**config.mk**
```make
export PLATFORM = sky130hd
export DESIGN_NAME = regfile_write_arbiter
export DESIGN_NICKNAME = d
export VERILOG_FILES = /design/src/rtl/regfile_write_arbiter.sv
export SDC_FILE = /design/constraint.sdc
export NUM_CORES = 1
export LEC_CHECK = 0
export ABC_AREA = 1
export CAP_MARGIN = 30
export CORE_MARGIN = 8
export CORE_UTILIZATION = 47
export CTS_CLUSTER_SIZE = 25
export DETAILED_ROUTE_END_ITERATION = 10
export GPL_TIMING_DRIVEN = 0
export HOLD_SLACK_MARGIN = 0.08
export PLACE_DENSITY = 0.81
export SYNTH_ARGS = -nofsm -noshare
export SYNTH_HDL_FRONTEND = slang
export SYNTH_SLANG_ARGS = --single-unit
```
**constraint.sdc**
```tcl
create_clock -name CLK -period 2.9 [get_ports CLK]
set_input_delay 0.58 -clock CLK [delete_from_list [all_inputs] [get_ports CLK]]
set_output_delay 0.58 -clock CLK [all_outputs]
set_load 0.05 [all_outputs]
```
**src/rtl/regfile_write_arbiter.sv**
```systemverilog
// Arbitrates the register file write port between the writeback stage and the
// long-latency unit, and tracks LL destinations still pending for hazard checks.
module regfile_write_arbiter #(
   parameter int unsigned MAX_WAIT = 4,
   parameter int unsigned WAIT_W   = 3
) (
   input  logic               CLK,
   input  logic               RESET,
   input  logic               WB_valid,
   input  logic [4:0]         WB_reg,
   input  logic signed [31:0] WB_data,
   output logic               WB_ready,
   input  logic               LL_valid,
   input  logic [4:0]         LL_reg,
   input  logic signed [31:0] LL_data,
   output logic               LL_ready,
   input  logic               Issue_valid,
   input  logic [4:0]         Issue_reg,
   output logic               Issue_stall,
   input  logic [4:0]         Query_reg_1,
   input  logic [4:0]         Query_reg_2,
   output logic               Pending_1,
   output logic               Pending_2,
   output logic               RegWrite,
   output logic [4:0]         Write_register,
   output logic signed [31:0] Write_Data
);

   localparam logic [WAIT_W-1:0] LP_MAX_WAIT = WAIT_W'(MAX_WAIT);

   typedef enum logic {
      PRIO_WB = 1'b0,
      PRIO_LL = 1'b1
   } state_t;

   state_t             r_state;
   state_t             w_state_nxt;
   logic [WAIT_W-1:0]  r_wait_cnt;
   logic [WAIT_W-1:0]  w_wait_nxt;
   logic               w_wb_win;
   logic               w_ll_win;
   logic               w_grant;
   logic [4:0]         w_wr_reg;
   logic signed [31:0] w_wr_data;

   logic [31:0]        r_pending;
   logic [31:0]        w_set_mask;
   logic [31:0]        w_clr_mask;
   logic               w_issue_stall;

   logic               r_regwrite;
   logic [4:0]         r_write_register;
   logic signed [31:0] r_write_data;

   // Arbiter state and LL starvation counter
   always_ff @(posedge CLK or posedge RESET) begin
      if (RESET) begin
         r_state    <= PRIO_WB;
         r_wait_cnt <= '0;
      end else begin
         r_state    <= w_state_nxt;
         r_wait_cnt <= w_wait_nxt;
      end
   end

   // Winner selection, wait counting and priority flip
   always_comb begin
      w_wb_win    = 1'b0;
      w_ll_win    = 1'b0;
      w_state_nxt = r_state;
      w_wait_nxt  = '0;
      case (r_state)
         PRIO_WB: begin
            if (WB_valid)      w_wb_win = 1'b1;
            else if (LL_valid) w_ll_win = 1'b1;
         end
         PRIO_LL: begin
            if (LL_valid)      w_ll_win = 1'b1;
            else if (WB_valid) w_wb_win = 1'b1;
         end
         default: ;
      endcase
      if (LL_valid && !w_ll_win)
         w_wait_nxt = (r_wait_cnt == LP_MAX_WAIT) ? LP_MAX_WAIT : r_wait_cnt + WAIT_W'(1);
      if (r_state == PRIO_WB && w_wait_nxt == LP_MAX_WAIT)
         w_state_nxt = PRIO_LL;
      else if (r_state == PRIO_LL && w_ll_win)
         w_state_nxt = PRIO_WB;
   end

   assign WB_ready  = w_wb_win | ~WB_valid;
   assign LL_ready  = w_ll_win;
   assign w_grant   = w_wb_win | w_ll_win;
   assign w_wr_reg  = w_ll_win ? LL_reg  : WB_reg;
   assign w_wr_data = w_ll_win ? LL_data : WB_data;

   // Pending scoreboard updates; an LL clear overrides a same-cycle issue set
   assign w_issue_stall = Issue_valid & r_pending[Issue_reg];

   always_comb begin
      w_set_mask = '0;
      w_clr_mask = '0;
      if (Issue_valid && !w_issue_stall && Issue_reg != 5'd0)
         w_set_mask[Issue_reg] = 1'b1;
      if (w_ll_win)
         w_clr_mask[LL_reg] = 1'b1;
   end

   always_ff @(posedge CLK or posedge RESET) begin
      if (RESET) r_pending <= '0;
      else       r_pending <= (r_pending | w_set_mask) & ~w_clr_mask;
   end

   assign Issue_stall = w_issue_stall;
   assign Pending_1   = r_pending[Query_reg_1];
   assign Pending_2   = r_pending[Query_reg_2];

   // Write port stage; register 0 grants complete but never assert RegWrite
   always_ff @(posedge CLK or posedge RESET) begin
      if (RESET) begin
         r_regwrite       <= 1'b0;
         r_write_register <= '0;
         r_write_data     <= '0;
      end else begin
         r_regwrite <= w_grant && (w_wr_reg != 5'd0);
         if (w_grant) begin
            r_write_register <= w_wr_reg;
            r_write_data     <= w_wr_data;
         end
      end
   end

   assign RegWrite       = r_regwrite;
   assign Write_register = r_write_register;
   assign Write_Data     = r_write_data;

endmodule

```
==> out/results.ini, run 1 <==
[critical_path]
regToRegStartpoint=r_state
arrival_ns=2.20
cp_max_fo=10
critPathKind=input pin to primary output
critPathMaxStageDelay_ns=0.29
path_cells=dlygate4sd2_1, inv_2, clkbuf_2, a21oi_1, o21ai_0, nand3_1, nand2_1, inv_1, o21ai_1, buf_4
end_kind=primary output
cp.required_ns=2.32
start_kind=input pin
reg2reg_depth=6
regToRegSetupSlack_ns=0.97
regToRegEndpoint=r_pending[0]
cpMaxStageDelayCell=dlygate4sd2_1

[floorplan]
die_area_um2=12500
initial_core_util_pct=47.7
core_um2=9060
num_rows=35
die_h_um=112
chipWidth_um=112
ioPinCount=137

[clock_network]
holdBufCountCts=0
cts_sinks=74
root_buffer=clkbuf_8
worstSkewPairLatency_ns=0.36
cts_buffers=9
htreeDepth=3
clk_path_buf_depth=2
cts_tree=yes
post-cts-setup-buffers=0
path_clk_slew_ns=0.07
post_cts_resized=52

[synth]
ys_seq_elements=74
synth_area_um2=4320
yosys.cell_count.top_type=nand2_1
syn-mean-instance-area_um2=6.81
synth_edf_count=0
ys.flop_type=dfrtp_1
ys_warn_count=0
synth_top_area_share_pct=42.8
yosys-top-cells-count=nand2_1, o21ai_0, dfrtp_1, nor2_1, a21oi_1
syn-num-nets=731
synth_cell_types=21
synthArstFlopShare_pct=100
synth_area_leader_cell=dfrtp_1
netlist_instances=635
synthTopCellsByArea=dfrtp_1, o21ai_0, nand2_1
seq_area_frac_synth_pct=42.8

[drt]
dr.pass1.iters=5
via_count=4913
avgRoutedWirePerCell_um=17.7
drtIter0Drc=358
ant_nets=0
finalWirelength_mm=15.9
drcViolationCount=0
routed_via_density=5.47

[min_path]
hp-start=Write_Data[30]
hold_path.class=flip-flop to flip-flop
holdPathStages=2
worst_hold_path.endpoint=Write_Data[30]

[sta]
fmax_mhz=359
hold_viol=0
fin_skew_ns=0.00346
tightest_slew_ns=0.718
grt_setup_unrepaired=false
drv_slew=0
timing.hold.ws_ns=0.485
period_needed_ns=2.78
post-route-period-util_pct=95.9
setup_viol=0
relSlewSlack_pct=51.9

[global_routing]
antenna_found_initial=0
grt_pass1_wl_mm=25.5
grt_pass1_vias=4961
overflow=0
track_usage_pct=25.4
grt_max_degree=47

[flow_run]
maxCapViolCount=0

[pwr]
peakVddDrop_mv=0.357
power_mw=3.56
power.density_nw_per_um2=580
p_leak_nw=2.79

[cells_and_area]
layoutNonFillerInstCount=898
area_delta_synth_final_pct=41.9
drive_gt1_share_pct=6.73
insertedDiodeCount=0
final_nets=878
final_area_um2=6130

[placement]
dp_hpwl_mm=12.3
numPortBuffers=136
placed_area_um2=5850
dp_cells=883
place.gp.congestion=0.947

[run_status]
outcome=completed

==> registers in the layout (all words and copies together), names as in the netlist <==
register and flops:
r_state 1, r_wait_cnt 3, Write_register 5, r_pending 32
RegWrite 1, Write_Data 32
==> through the flow <==
step	setup TNS (ns)	util [%]	worst slack [ns]
final	0	67.7	0.118
after global routing	0	67.7	0.00830
after CTS	0	67.6	0.00889
after detailed placement	-3.12	64.6	-0.882
after global placement	-59.56	64.2	-0.886
after floorplan	0	-	0.226
==> logic make-up (layout without fill, tap and decap cells) <==
family,count (synthesis),after routing,synth area share (%)
adders and majority gates,2,2,0.579
buffers and inverters,91,243,8.45
and+or+nand+nor,271,271,25.2
AOI/OAI and AO/OA,197,197,23.0
DFF,74,74,42.8
==> worst max-delay path: cells and delay by family <==
| kind | cells | cell delay, ns |
|---|---|---|
| AOI/OAI and AO/OA | 3 | 0.46 |
| buffers and inverters | 5 | 0.96 |
| and+or+nand+nor | 2 | 0.20 |
==> routing by layer <==
metal	vias up	GRT usage, %	routed length [µm]
met1	2238	27.8	5940
met2	252	42.2	7470
met3	44	11.3	1950
met4	0	10.6	508
li1	2379	-	-
met5	-	0	0
==> power breakdown <==
group          switching, mW  internal [mW]
clock                  0.392          0.440
sequential             0.158           1.24
combinational          0.852          0.480
total                   1.40           2.16
==> area by class of cell <==
class	count	area [µm²]
fill	779	2930
multi-input combinational	470	2190
sequential	74	1850
timing repair buffer	137	1360
inverter	64	245
clock buffer	11	151
buffer	26	144
tap	111	139
clock inverter	5	52.6
==> cells in the final DEF (no fill, tap or decap), types with 5 or more instances in the layout <==
master             n
a21oi_1           71
buf_4              6
clkbuf_1          10
clkbuf_2           7
clkbuf_8          11
clkdlybuf4s50_1  125
clkinv_2           5
dfrtp_1           74
inv_1             58
nand2_1          143
nand3_1           44
nor2_1            74
nor3_4             7
o21ai_0          116
o21ai_1            5
==> worst max path at each step <==
stage / endpoint / cells after the start / start / slack, ns
2_1_floorplan: Pending_2 / 8 / Query_reg_2[0] / 0.23
3_3_place_gp: Pending_2 / 10 / Query_reg_2[0] / -0.89
3_5_place_dp: Pending_2 / 10 / Query_reg_2[0] / -0.88
4_1_cts: Issue_stall / 8 / Issue_reg[3] / 0.009
5_1_grt: Pending_1 / 11 / Query_reg_1[0] / 0.008
6_report: Pending_2 / 10 / Query_reg_2[0] / 0.12
(Power assumes the default switching activity.)
==> run 2, diff against run 1 <==
clock period = 2.6 ns   (was 2.9 ns; I/O delays follow)
==> run 2 against run 1 <==
Core utilization is 0.70 points higher. Sequential power up 12%. Combinational power grew 14%. Clock power is 11% higher. Cell area is 1.0% higher. Setup slack lost 0.045 ns. Critical endpoint is now Issue_stall. Clock skew about the same. Critical path depth fell by 1. Clock-buffer cell count unchanged.
==> out/results.ini, run 2 (synthesis results as in run 1) <==
[critical_path]
path_cells=clkdlybuf4s50_1, clkinv_2, nand2_1, nand2_1, nand2_1, nand2_1, nor2_2, a21oi_1, buf_4
critPathKind=input pin to primary output
cp_max_fo=9  ; -1
crit_top_cell=nand2_1
regToRegSetupSlack_ns=0.73  ; -0.24 ns
cpMaxStageDelayCell=clkdlybuf4s50_1
start_kind=input pin
end_kind=primary output
arrival_ns=2.01  ; -0.19 ns
cp.required_ns=2.08  ; -0.24 ns
critPathMaxStageDelay_ns=0.53  ; +0.24 ns

[floorplan]
ioPinCount=137  ; unchanged
core_um2=9060  ; unchanged
die_area_um2=12500  ; unchanged
chipWidth_um=112  ; unchanged
num_rows=35  ; unchanged
initial_core_util_pct=47.7  ; unchanged
die_h_um=112  ; unchanged

[drt]
avgRoutedWirePerCell_um=17.8  ; +0.53%
finalWirelength_mm=16.0  ; +0.98%
dr.pass1.iters=5  ; unchanged
ant_nets=0  ; unchanged
drcViolationCount=0  ; unchanged
routed_via_density=5.48  ; +0.23%
drtIter0Drc=369  ; +3.1%
via_count=4946  ; +0.67%

[global_routing]
antenna_found_initial=0  ; unchanged
grt_pass1_vias=4990  ; +0.58%
grt_pass1_wl_mm=25.6  ; +0.38%
overflow=0  ; unchanged
grt_max_degree=47  ; unchanged
track_usage_pct=25.5  ; +0.12 points

[sta]
relSlewSlack_pct=51.1  ; -0.85 points
tightest_slew_ns=0.731  ; +0.0127 ns
hold_viol=0  ; unchanged
setup_viol=0  ; unchanged
grt_setup_unrepaired=false
fin_skew_ns=0.00319  ; -0.000272 ns
post-route-period-util_pct=97.2
fmax_mhz=396
worst_slack_ns=0.0727  ; -0.0453 ns
drv_slew=0  ; unchanged
period_needed_ns=2.53
timing.hold.ws_ns=0.484  ; -0.000383 ns

[pwr]
p_leak_nw=2.82  ; +0.92%
intPower_mw=2.42  ; +12%
switching_power_mw=1.57  ; +12%
peakVddDrop_mv=0.398  ; +12%
swShare_pct=39.3  ; -0.061 points
power_mw=3.99  ; +12%
power_frac_comb_pct=37.9  ; +0.4 points
pwr-share-clk_pct=23.2  ; -0.2 points
seqPwrFrac_pct=38.9  ; -0.3 points
power.density_nw_per_um2=645  ; +11%

[clock_network]
cts_tree=yes
clk_path_buf_depth=2  ; unchanged
htreeDepth=3  ; unchanged
root_buffer=clkbuf_8
path_clk_slew_ns=0.07  ; about the same
cts_buffers=9  ; unchanged
worstSkewPairLatency_ns=0.35  ; about the same
cts_sinks=74  ; unchanged

[cells_and_area]
layoutNonFillerInstCount=902  ; +0.45%
final_nets=882  ; +0.46%
insertedDiodeCount=0  ; unchanged
final_common_cell=nand2_1
drive_gt1_share_pct=7.71  ; +0.98 points
mostFrequentLayoutCells=nand2_1, clkdlybuf4s50_1, o21ai_0
area_delta_synth_final_pct=43.4

[flow_run]
maxCapViolCount=0  ; unchanged

[placement]
place.gp.congestion=0.947  ; unchanged
dp_hpwl_mm=12.3  ; unchanged
dp_cells=883  ; unchanged
dp_slack_ns=-1.06  ; -0.180 ns
numPortBuffers=136  ; unchanged

[run_status]
outcome=completed

[min_path]
hold_path.class=flip-flop to flip-flop

run 2: cell count changes in the layout (fill, tap and decap cells not counted), sizes merged:
cell | before | now
clkbuf | 32 | 28
clkinv | 5 | 4
dlygate4sd2 | 3 | 2
clkdlybuf4s15 | 0 | 2
buf | 13 | 21
inv | 62 | 63
clkdlybuf4s50 | 125 | 124
run 2: worst paths after layout:
path,from,endpoint,depth (start not counted)
setup / recovery,Issue_reg[1],Issue_stall,9
hold / removal,Write_Data[30],Write_Data[30],2
setup reg to reg,r_pending[4],r_pending[14],12
hold reg to reg,Write_Data[30],Write_Data[30],2
max in group asynchronous,RESET,Write_Data[5],3
min in group asynchronous,RESET,Write_Data[25],2
run 2: through the flow:
stage | setup TNS (ns) | util (%) | cell area, µm²
after floorplan | 0 | - | 4320
after global placement | -84.43 | 64.2 | 5820
after detailed placement | -10.57 | 64.6 | 5850
after CTS | 0 | 67.9 | 6150
after global routing | 0 | 68.4 | 6200
final | 0 | 68.4 | 6200
run 2: power groups by stage:
stage / Clock (mW) / Combinational, mW / Sequential [mW]
2_1_floorplan: 0 / 0.585 / 1.85
3_3_place_gp: 0 / 1.43 / 1.56
3_5_place_dp: 0 / 1.46 / 1.57
4_1_cts: 0.933 / 1.49 / 1.55
5_1_grt: 0.979 / 1.64 / 1.58
6_report: 0.926 / 1.51 / 1.56
run 2: area by class of cell:
class,instances,area (µm²)
buffer,26,163
clock buffer,11,151
clock inverter,5,52.6
fill,767,2870
inverter,64,246
multi-input combinational,470,2190
sequential,74,1850
tap,111,139
timing repair buffer,141,1400
run 2: what timing repair did:
| action | in CTS | in global routing |
|---|---|---|
| buffers inserted | 0 | 4 |
| hold buffers | 0 | 0 |
| pin swaps | 0 | 2 |
| hold endpoints to repair | 0 | 0 |
| gates resized for setup | 74 | 23 |
| gates cloned | 0 | 0 |
| endpoints found under the setup margin | 4 | 4 |
run 2: routing by layer:
metal / part of all wire (%) / wire length, µm / up-vias / track usage (%)
li1: - / - / 2389 / -
met4: 2.6 / 424 / 0 / 10.8
met3: 13 / 2040 / 44 / 11.3
met1: 37 / 5900 / 2254 / 27.7
met5: 0 / 0 / - / 0
met2: 48 / 7660 / 259 / 42.5
run 2: worst max-delay path, delay by kind of cell:
kind | cells | cell delay, ns
buf+inv | 3 | 0.91
simple gates | 5 | 0.50
compound gates | 1 | 0.09
